`config.mk`:
```
export PLATFORM = sky130hd
export DESIGN_NAME = delay_sweep_ctrl
export DESIGN_NICKNAME = d
export VERILOG_FILES = /design/src/rtl/delay_pkg.sv /design/src/rtl/delay_sweep_lane.sv /design/src/rtl/delay_sweep_ctrl.sv
export SDC_FILE = /design/constraint.sdc
export NUM_CORES = 1
export LEC_CHECK = 0
export ABC_AREA = 1
export CAP_MARGIN = 20
export CELL_PAD_IN_SITES_DETAIL_PLACEMENT = 1
export CELL_PAD_IN_SITES_GLOBAL_PLACEMENT = 2
export CORE_ASPECT_RATIO = 1.2
export CORE_MARGIN = 1
export CORE_UTILIZATION = 23
export DETAILED_ROUTE_END_ITERATION = 10
export HOLD_SLACK_MARGIN = 0.12
export PLACE_DENSITY_LB_ADDON = 0.1
export SYNTH_ARGS = -nofsm -noshare
export SYNTH_HDL_FRONTEND = slang
export SYNTH_SLANG_ARGS = --single-unit
export TNS_END_PERCENT = 5
```
`constraint.sdc`:
```
create_clock -name clk -period 2 [get_ports clk]
set_input_delay 0.6 -clock clk [delete_from_list [all_inputs] [get_ports clk]]
set_output_delay 0.6 -clock clk [all_outputs]
set_load 0.05 [all_outputs]
```
`src/rtl/delay_pkg.sv`:
```
// Shared definitions for the delay-chain sweep controller: FSM state encoding
// and the width helpers used to size tap, result and counter fields.
package delay_pkg;

  typedef enum logic [2:0] {
    IDLE,
    PRIME,
    LAUNCH,
    CAPTURE,
    NEXT,
    DONE
  } state_t;

  // Bits needed to index n items (0..n-1); never narrower than one bit.
  function automatic int idx_w(input int n);
    return (n > 1) ? $clog2(n) : 1;
  endfunction

  // Bits needed to hold a count or result in 0..n inclusive.
  function automatic int res_w(input int n);
    return (n > 0) ? $clog2(n + 1) : 1;
  endfunction

endpackage

```
`src/rtl/delay_sweep_lane.sv`:
```
// One measurement lane: capture flop on the selected tap, saturating failure
// counter for the current tap, and the first-failing-tap result register.
module delay_sweep_lane
  import delay_pkg::*;
#(
  parameter int TAPS   = 9,
  parameter int REPEAT = 3,
  localparam int TW    = idx_w(TAPS),
  localparam int RW    = res_w(TAPS),
  localparam int FW    = res_w(REPEAT)
) (
  input  logic            clk,
  input  logic            rst_n,
  input  logic            clear_all,
  input  logic            clear_cnt,
  input  logic            capture,
  input  logic            count,
  input  logic            commit,
  input  logic [TW-1:0]   tap,
  input  logic [TAPS-1:0] tap_q,
  output logic [RW-1:0]   first_fail,
  output logic [FW-1:0]   fail_cnt,
  output logic            failed
);

  localparam logic [RW-1:0] NONE = RW'(TAPS);

  logic cap;

  function automatic logic [FW-1:0] sat_inc(input logic [FW-1:0] v);
    return (v >= FW'(REPEAT)) ? v : v + FW'(1);
  endfunction

  // Sampled at the edge leaving LAUNCH: exactly one period after the launch edge.
  always_ff @(posedge clk) begin
    if (capture) begin
      cap <= tap_q[tap];
    end
  end

  always_ff @(posedge clk) begin
    if (!rst_n) begin
      first_fail <= NONE;
      fail_cnt   <= '0;
    end else if (clear_all) begin
      first_fail <= NONE;
      fail_cnt   <= '0;
    end else begin
      if (count && !cap) begin
        fail_cnt <= sat_inc(fail_cnt);
      end
      if (commit) begin
        if ((fail_cnt != '0) && (first_fail == NONE)) begin
          first_fail <= RW'(tap);
        end
        if (clear_cnt) begin
          fail_cnt <= '0;
        end
      end
    end
  end

  // Looks ahead through the pending commit so the sweep can stop in the same NEXT cycle.
  assign failed = (first_fail != NONE) || (fail_cnt != '0);

endmodule

```
`src/rtl/delay_sweep_ctrl.sv`:
```
// Self-timed launch/capture sweep controller for tapped delay-chain
// characterisation: FSM, settle/trial/tap counters, launch register, lanes.
module delay_sweep_ctrl
  import delay_pkg::*;
#(
  parameter int CH     = 8,
  parameter int TAPS   = 9,
  parameter int REPEAT = 3,
  parameter int SETTLE = 4,
  localparam int TW    = idx_w(TAPS),
  localparam int RW    = res_w(TAPS),
  localparam int FW    = res_w(REPEAT)
) (
  input  logic               clk,
  input  logic               rst_n,
  input  logic               start,
  input  logic               mode,
  input  logic [TW-1:0]      tap_idx,
  output logic [CH-1:0]      launch,
  input  logic [CH*TAPS-1:0] tap_q,
  output logic               busy,
  output logic               done,
  output logic [CH*RW-1:0]   first_fail,
  output logic [CH*FW-1:0]   fail_cnt
);

  localparam int SW = idx_w(SETTLE);
  localparam int QW = idx_w(REPEAT);

  state_t          state;
  state_t          state_nxt;
  logic [SW-1:0]   settle_cnt;
  logic [QW-1:0]   trial_cnt;
  logic [TW-1:0]   tap;
  logic [TW-1:0]   start_tap;
  logic            mode_r;
  logic [CH-1:0]   launch_r;
  logic [CH-1:0]   lane_failed;
  logic            clear_all;
  logic            clear_cnt;
  logic            capture;
  logic            count;
  logic            commit;
  logic            finish;

  assign start_tap = (int'(tap_idx) >= TAPS) ? TW'(TAPS - 1) : tap_idx;
  assign finish    = !mode_r || (tap == TW'(TAPS - 1)) || (&lane_failed);

  always_ff @(posedge clk) begin
    if (!rst_n) begin
      state <= IDLE;
    end else begin
      state <= state_nxt;
    end
  end

  always_comb begin
    state_nxt = state;
    clear_all = 1'b0;
    clear_cnt = 1'b0;
    capture   = 1'b0;
    count     = 1'b0;
    commit    = 1'b0;
    case (state)
      IDLE: begin
        if (start) begin
          clear_all = 1'b1;
          state_nxt = PRIME;
        end
      end
      PRIME: begin
        if (settle_cnt == SW'(SETTLE - 1)) begin
          state_nxt = LAUNCH;
        end
      end
      LAUNCH: begin
        capture   = 1'b1;
        state_nxt = CAPTURE;
      end
      CAPTURE: begin
        count     = 1'b1;
        state_nxt = (trial_cnt == QW'(REPEAT - 1)) ? NEXT : PRIME;
      end
      NEXT: begin
        commit    = 1'b1;
        clear_cnt = !finish;
        state_nxt = finish ? DONE : PRIME;
      end
      DONE: begin
        state_nxt = IDLE;
      end
      default: begin
        state_nxt = IDLE;
      end
    endcase
  end

  // Launch is registered so the chain sees a clean flop edge aligned to the capture clock.
  always_ff @(posedge clk) begin
    if (!rst_n) begin
      launch_r   <= '0;
      settle_cnt <= '0;
      trial_cnt  <= '0;
      tap        <= '0;
      mode_r     <= 1'b0;
    end else begin
      launch_r   <= {CH{state_nxt == LAUNCH}};
      settle_cnt <= (state == PRIME) ? settle_cnt + SW'(1) : '0;
      if (clear_all) begin
        mode_r    <= mode;
        tap       <= mode ? '0 : start_tap;
        trial_cnt <= '0;
      end else if (count) begin
        trial_cnt <= trial_cnt + QW'(1);
      end else if (clear_cnt) begin
        tap       <= tap + TW'(1);
        trial_cnt <= '0;
      end
    end
  end

  assign launch = launch_r;
  assign busy   = (state != IDLE);
  assign done   = (state == DONE);

  for (genvar c = 0; c < CH; c++) begin : g_lane
    delay_sweep_lane #(
      .TAPS   (TAPS),
      .REPEAT (REPEAT)
    ) u_lane (
      .clk        (clk),
      .rst_n      (rst_n),
      .clear_all  (clear_all),
      .clear_cnt  (clear_cnt),
      .capture    (capture),
      .count      (count),
      .commit     (commit),
      .tap        (tap),
      .tap_q      (tap_q[c*TAPS +: TAPS]),
      .first_fail (first_fail[c*RW +: RW]),
      .fail_cnt   (fail_cnt[c*FW +: FW]),
      .failed     (lane_failed[c])
    );
  end

endmodule
```
* Yosys cells after proc, flatten, opt, wreduce, memory -nomap -nowiden
Cells that the tools add are included.
** Storage, ports and cells
- Flip-flop bits (word level) :: 69
- Bits in latches :: 0
- Memory bits (writable) :: 0
- Memories kept :: 0
- ROM bits :: 0
- Output and inout bits :: 58
- Logic and storage cells :: 204
- Input port bits :: 80
** Operators by class
- Reduce and logical (&&, ||, !) cells :: 60
- Add/subtract/negate cells :: 11
- Multiply operators :: 0
- Shift operators :: 0
- $lt $le $gt $ge :: 10
- Div/mod/pow operators :: 0
- Multiplexer cells :: 66
- Bitwise operators :: 1
- Equality and inequality tests :: 26
** Operator list (number)
- $mux W2 :: 34
- $eq A4 B4 Y1 const B :: 9
- $bmux W1 S4 :: 8
- $ne A4 B4 Y1 const B :: 8
- $add A2 B1 Y2 const B :: 10
- $mux W4 :: 5
- $reduce_and A2 Y1 :: 10
- $reduce_bool A2 Y1 :: 10
- $ge A2 B2 Y1 const B :: 8
- $logic_and A1 B1 Y1 :: 16
- $pmux W3 S5 :: 1
- $mux W1 :: 14
- $mux W3 :: 4
- $logic_not A1 Y1 :: 10
- $logic_or A1 B1 Y1 :: 10
- $eq A3 B2 Y1 const B :: 3
- $reduce_and A8 Y1 :: 1
- $eq A3 B3 Y1 const B :: 2
- $lt A4 B5 Y1 const B :: 1
- $add A4 B1 Y4 const B :: 1
- $eq A2 B2 Y1 const B :: 2
- $ge A4 B4 Y1 const B :: 1
- $eq A3 B1 Y1 const B :: 1
- $logic_not A3 Y1 :: 1
- 4 further kinds :: 4

* Depth between registers and ports, before layout
- Word-level depth :: 9
- Gate-level depth with buffers :: 12
- Gate-level depth less buffers :: 11

* By module
Synthesis repeated with hierarchy kept, for this count alone.
** Unflattened totals
- Cells, all modules :: 629
- Area, all modules :: 4031.4 um^2
** Modules (own cells, without submodules)
- delay_sweep_lane :: instances 8, cells an instance 64, sequential area each 150.1 um^2, area each 401.6 um^2
- delay_sweep_ctrl :: instances 1, cells an instance 117, sequential area each 260.2 um^2, area each 818.3 um^2

* Worst setup path after synthesis
OpenSTA, ideal clock, no wires.
- Path type :: register to output
- From :: register state[2]
- To :: output port done
- Cell stages (with the launch flop) :: 3
- Path slack :: 0.253 ns
- Arrival time :: 1.147 ns
- Cell sequence :: dfxtp_1 inv_1 nor2_1
** Between the ends
- Longest elaborated chain between the ends :: 1
** Ends and longest elaborated chain
- start, declared :: RTL line delay_sweep_ctrl.sv:30 : state_t state;
- start signal, assigned :: RTL line delay_sweep_ctrl.sv:53 : state <= state_nxt;
- $eq A3 B3 Y1 :: RTL line delay_sweep_ctrl.sv:124 : assign done = (state == DONE);
- end, declared :: RTL line delay_sweep_ctrl.sv:22 : output logic done,
No other way between the ends.

* Worst setup path in the final report
Ends and elaborated chain as after synthesis.

==> metrics.md <==
| Metric | Value |
|---|---|
| Status | completed |
| Max Fanout on Critical Path | 5 |
| Clock buffer count from CTS | 9 |
| Residual DRC count | 0 |
| Final setup fails | 0 |
| Initial drt markers | 139 |
| Largest net degree at the start of global routing | 40 |
| Placed instance count | 803 |
| Overall Global Routing Usage | 16.59% |
| Post-synth EDFFs | 8 |
| Syn avg cell area | 7.422 um^2 |
| Ys Warns | 0 |
| Hpwl dp | 9865 um |
| Seq/Total Area, Yosys | 41.71% |
| Period utilisation layout | 91.42% |
| R2R depth | 8 |
| Worst path max stage delay | 0.40 ns |
| Postcts setup bufs | 0 |
| Hold Path End | settle_cnt[0] |
| DRT Wirelength | 12650 um |
| Initial antenna violation count | 0 |
| Fin. max-slew vios | 0 |
| Htree depth | 3 |
| IO Pins | 138 |
| # rows | 49 |
| Vias in the first global route | 3898 |
| Final Util | 35.98% |
| HP Start | settle_cnt[0] |
| Die width | 114.7 um |
| RSZ-0062 raised after global routing | false |
| CORE AREA | 14960 um^2 |
| CP Launch Type | register |
| Finished Layout Cells | 818 |
| Area contributors post-synth | dfxtp_1, nor2_1, o21ai_0, edfxtp_1, nand2_1 |
| GR Overflow Total | 0 |
| Buf/Inv on CP | 2 |
| PostCTS Resize Cnt | 0 |
| Setup Skew | 0.007966 ns |
| WL/cell | 15.47 um |
| Clk_lat worst skew | 0.33 ns |
| Total number of vias | 3711 |
| CTS Hold Bufs | 0 |
| Syn Nets | 556 |
| # nets final | 694 |
| Antenna Violating Nets Remaining | 0 |
| Reg clk slew, reported paths | 0.05 ns |
| CTS tree | done |
| Slew margin rel. | 71.71% |
| Area delta synth->final | 53.64% |
| Crit. End Element | output pin |
| Cell Chain, Critical Path | inv_1 -> nor2_1 -> buf_12 |
| # fillers | 1854 |
| CTS Root Cell | clkbuf_16 |
| Mapped Area | 3503 um^2 |
| Most frequent cell after synthesis | nor2_1 |
| Synthesized flop and latch total | 69 |
| RR Endpoint | g_lane[3].u_lane.fail_cnt[1] |
| Yosys cell types | 35 |
| Setup CP Type | reg -> out |
| Synth Flop Type | dfxtp_1 |
| Share of cells above drive strength 1 | 16.61% |
| Post-synth top area cell | dfxtp_1 |
| Power Dens Cells | 642.5 nW/um^2 |
| Post-layout min period | 1.828 ns |
| Setup TNS | 0 ns |
| Worst path slowest cell | dfxtp_1 |
| PortBufs | 137 |
| Final Power | 3.458 mW |
| Worst reg2reg setup slack | 0.33 ns |
| Top delay family on crit path | flip-flops |
| Clock Sinks | 69 |
| Max Clk Rate | 546.9 MHz |
| Commonest cells post-synth | nor2_1, dfxtp_1, o21ai_0 |
| Die Y | 137.2 um |
| Final Hold Vio Count | 0 |
| Worst Setup Slack, final | 0.1715 ns |
| # Max-Cap Violations | 0 |
| Critical path required time | 1.40 ns |
| Clock buffer depth | 2 |
| First-pass iteration count of the detailed router | 5 |
| Ys async rst share | 0% |
| Worst-Margin Slew | 0.4232 ns |
| Pre-CTS setup slack | 0.09802 ns |
| First-pass GRT wire length | 19690 um |
| Diodes inserted | 0 |
| Worst hold slack | 0.4423 ns |
| Leak | 2.285 nW |
| Die ar. | 15730 um^2 |
| Placed Area | 5112 um^2 |
| Design Area, Final | 5383 um^2 |
| Maximum VDD drop | 382.4 uV |
| Reg-to-reg critical path startpoint | g_lane[3].u_lane.fail_cnt[0] |
| Syn Inst Count | 472 |
| Vias per cell | 4.537 |
| Hold Path Depth | 1 |
| Worst hold path class | reg -> reg |
| Initial Util | 23.42% |
| Gp weighted congestion | 0.7779 |
| Synth top area share | 34.86% |
| Arrival @ worst endpoint | 1.23 ns |
## worst max path at each step
stage | cells after the start | slack (ns) | startpoint | endpoint
final | 3 | 0.17 | state[2] | done
after global placement | 7 | 0.12 | start | tap[3]
after detailed placement | 9 | 0.1 | start | tap[1]
after global routing | 8 | 0.12 | g_lane[3].u_lane.fail_cnt[0] | g_lane[3].u_lane.fail_cnt[1]
after floorplan | 2 | 0.25 | state[2] | done
after CTS | 3 | 0.15 | state[2] | done
## state kept, by name, indices dropped and copies added (netlist names)
name / cells
g_lane.u_lane.first_fail: 32
g_lane.u_lane.fail_cnt: 16
g_lane.u_lane.cap: 8
tap: 4
state: 3
settle_cnt: 2
trial_cnt: 2
launch: 1
mode_r: 1
## report_power, final
group	switching, mW	total, mW	internal, mW
clock	0.572	1.47	0.896
combinational	0.286	0.556	0.270
sequential	0.0107	1.43	1.42
total	0.868	3.46	2.59
## per-layer routing
| layer | track usage [%] | wire length (um) | vias to the layer above |
|---|---|---|---|
| met3 | 4.267 | 713 | 15 |
| li1 | - | - | 1876 |
| met1 | 18.56 | 5388 | 1718 |
| met2 | 29.93 | 6292 | 102 |
| met4 | 6.566 | 257 | 0 |
| met5 | 0 | 0 | - |
## cell type report
type / instances / area (um^2) / share of cell area [%]
multi-input cells: 327 / 1704 / 31.66
repair buffers: 155 / 1511 / 28.08
flip-flops and latches: 69 / 1461 / 27.15
clock buffers: 13 / 260.3 / 4.835
well taps: 204 / 255.2 / 4.742
inverters: 48 / 180.2 / 3.347
clock inverters: 2 / 10.01 / 0.1860
## cells in the final DEF, fill, tap and decap left out, types with 13 or more instances in the layout
master	synthesis	routed
nor2_1	89	89
o21ai_0	60	60
clkdlybuf4s50_1	0	79
buf_4	9	64
nand2_1	56	56
o221ai_1	13	13
a21oi_1	19	19
dfxtp_1	61	61
nand3_1	22	22
inv_1	44	44
## kinds of logic (layout without fill, tap and decap cells)
logic type | after synthesis | in the layout | synth area share, %
flip-flops | 69 | 69 | 41.71
adder cells (fa/ha/maj) | 4 | 4 | 1.429
XOR/XNOR | 2 | 2 | 0.5001
AND/OR/NAND/NOR | 197 | 197 | 25.18
AO/OA/AOI/OAI | 124 | 124 | 21.54
buffers and inverters | 76 | 218 | 9.642
Power figures use the tool's default switching activity.
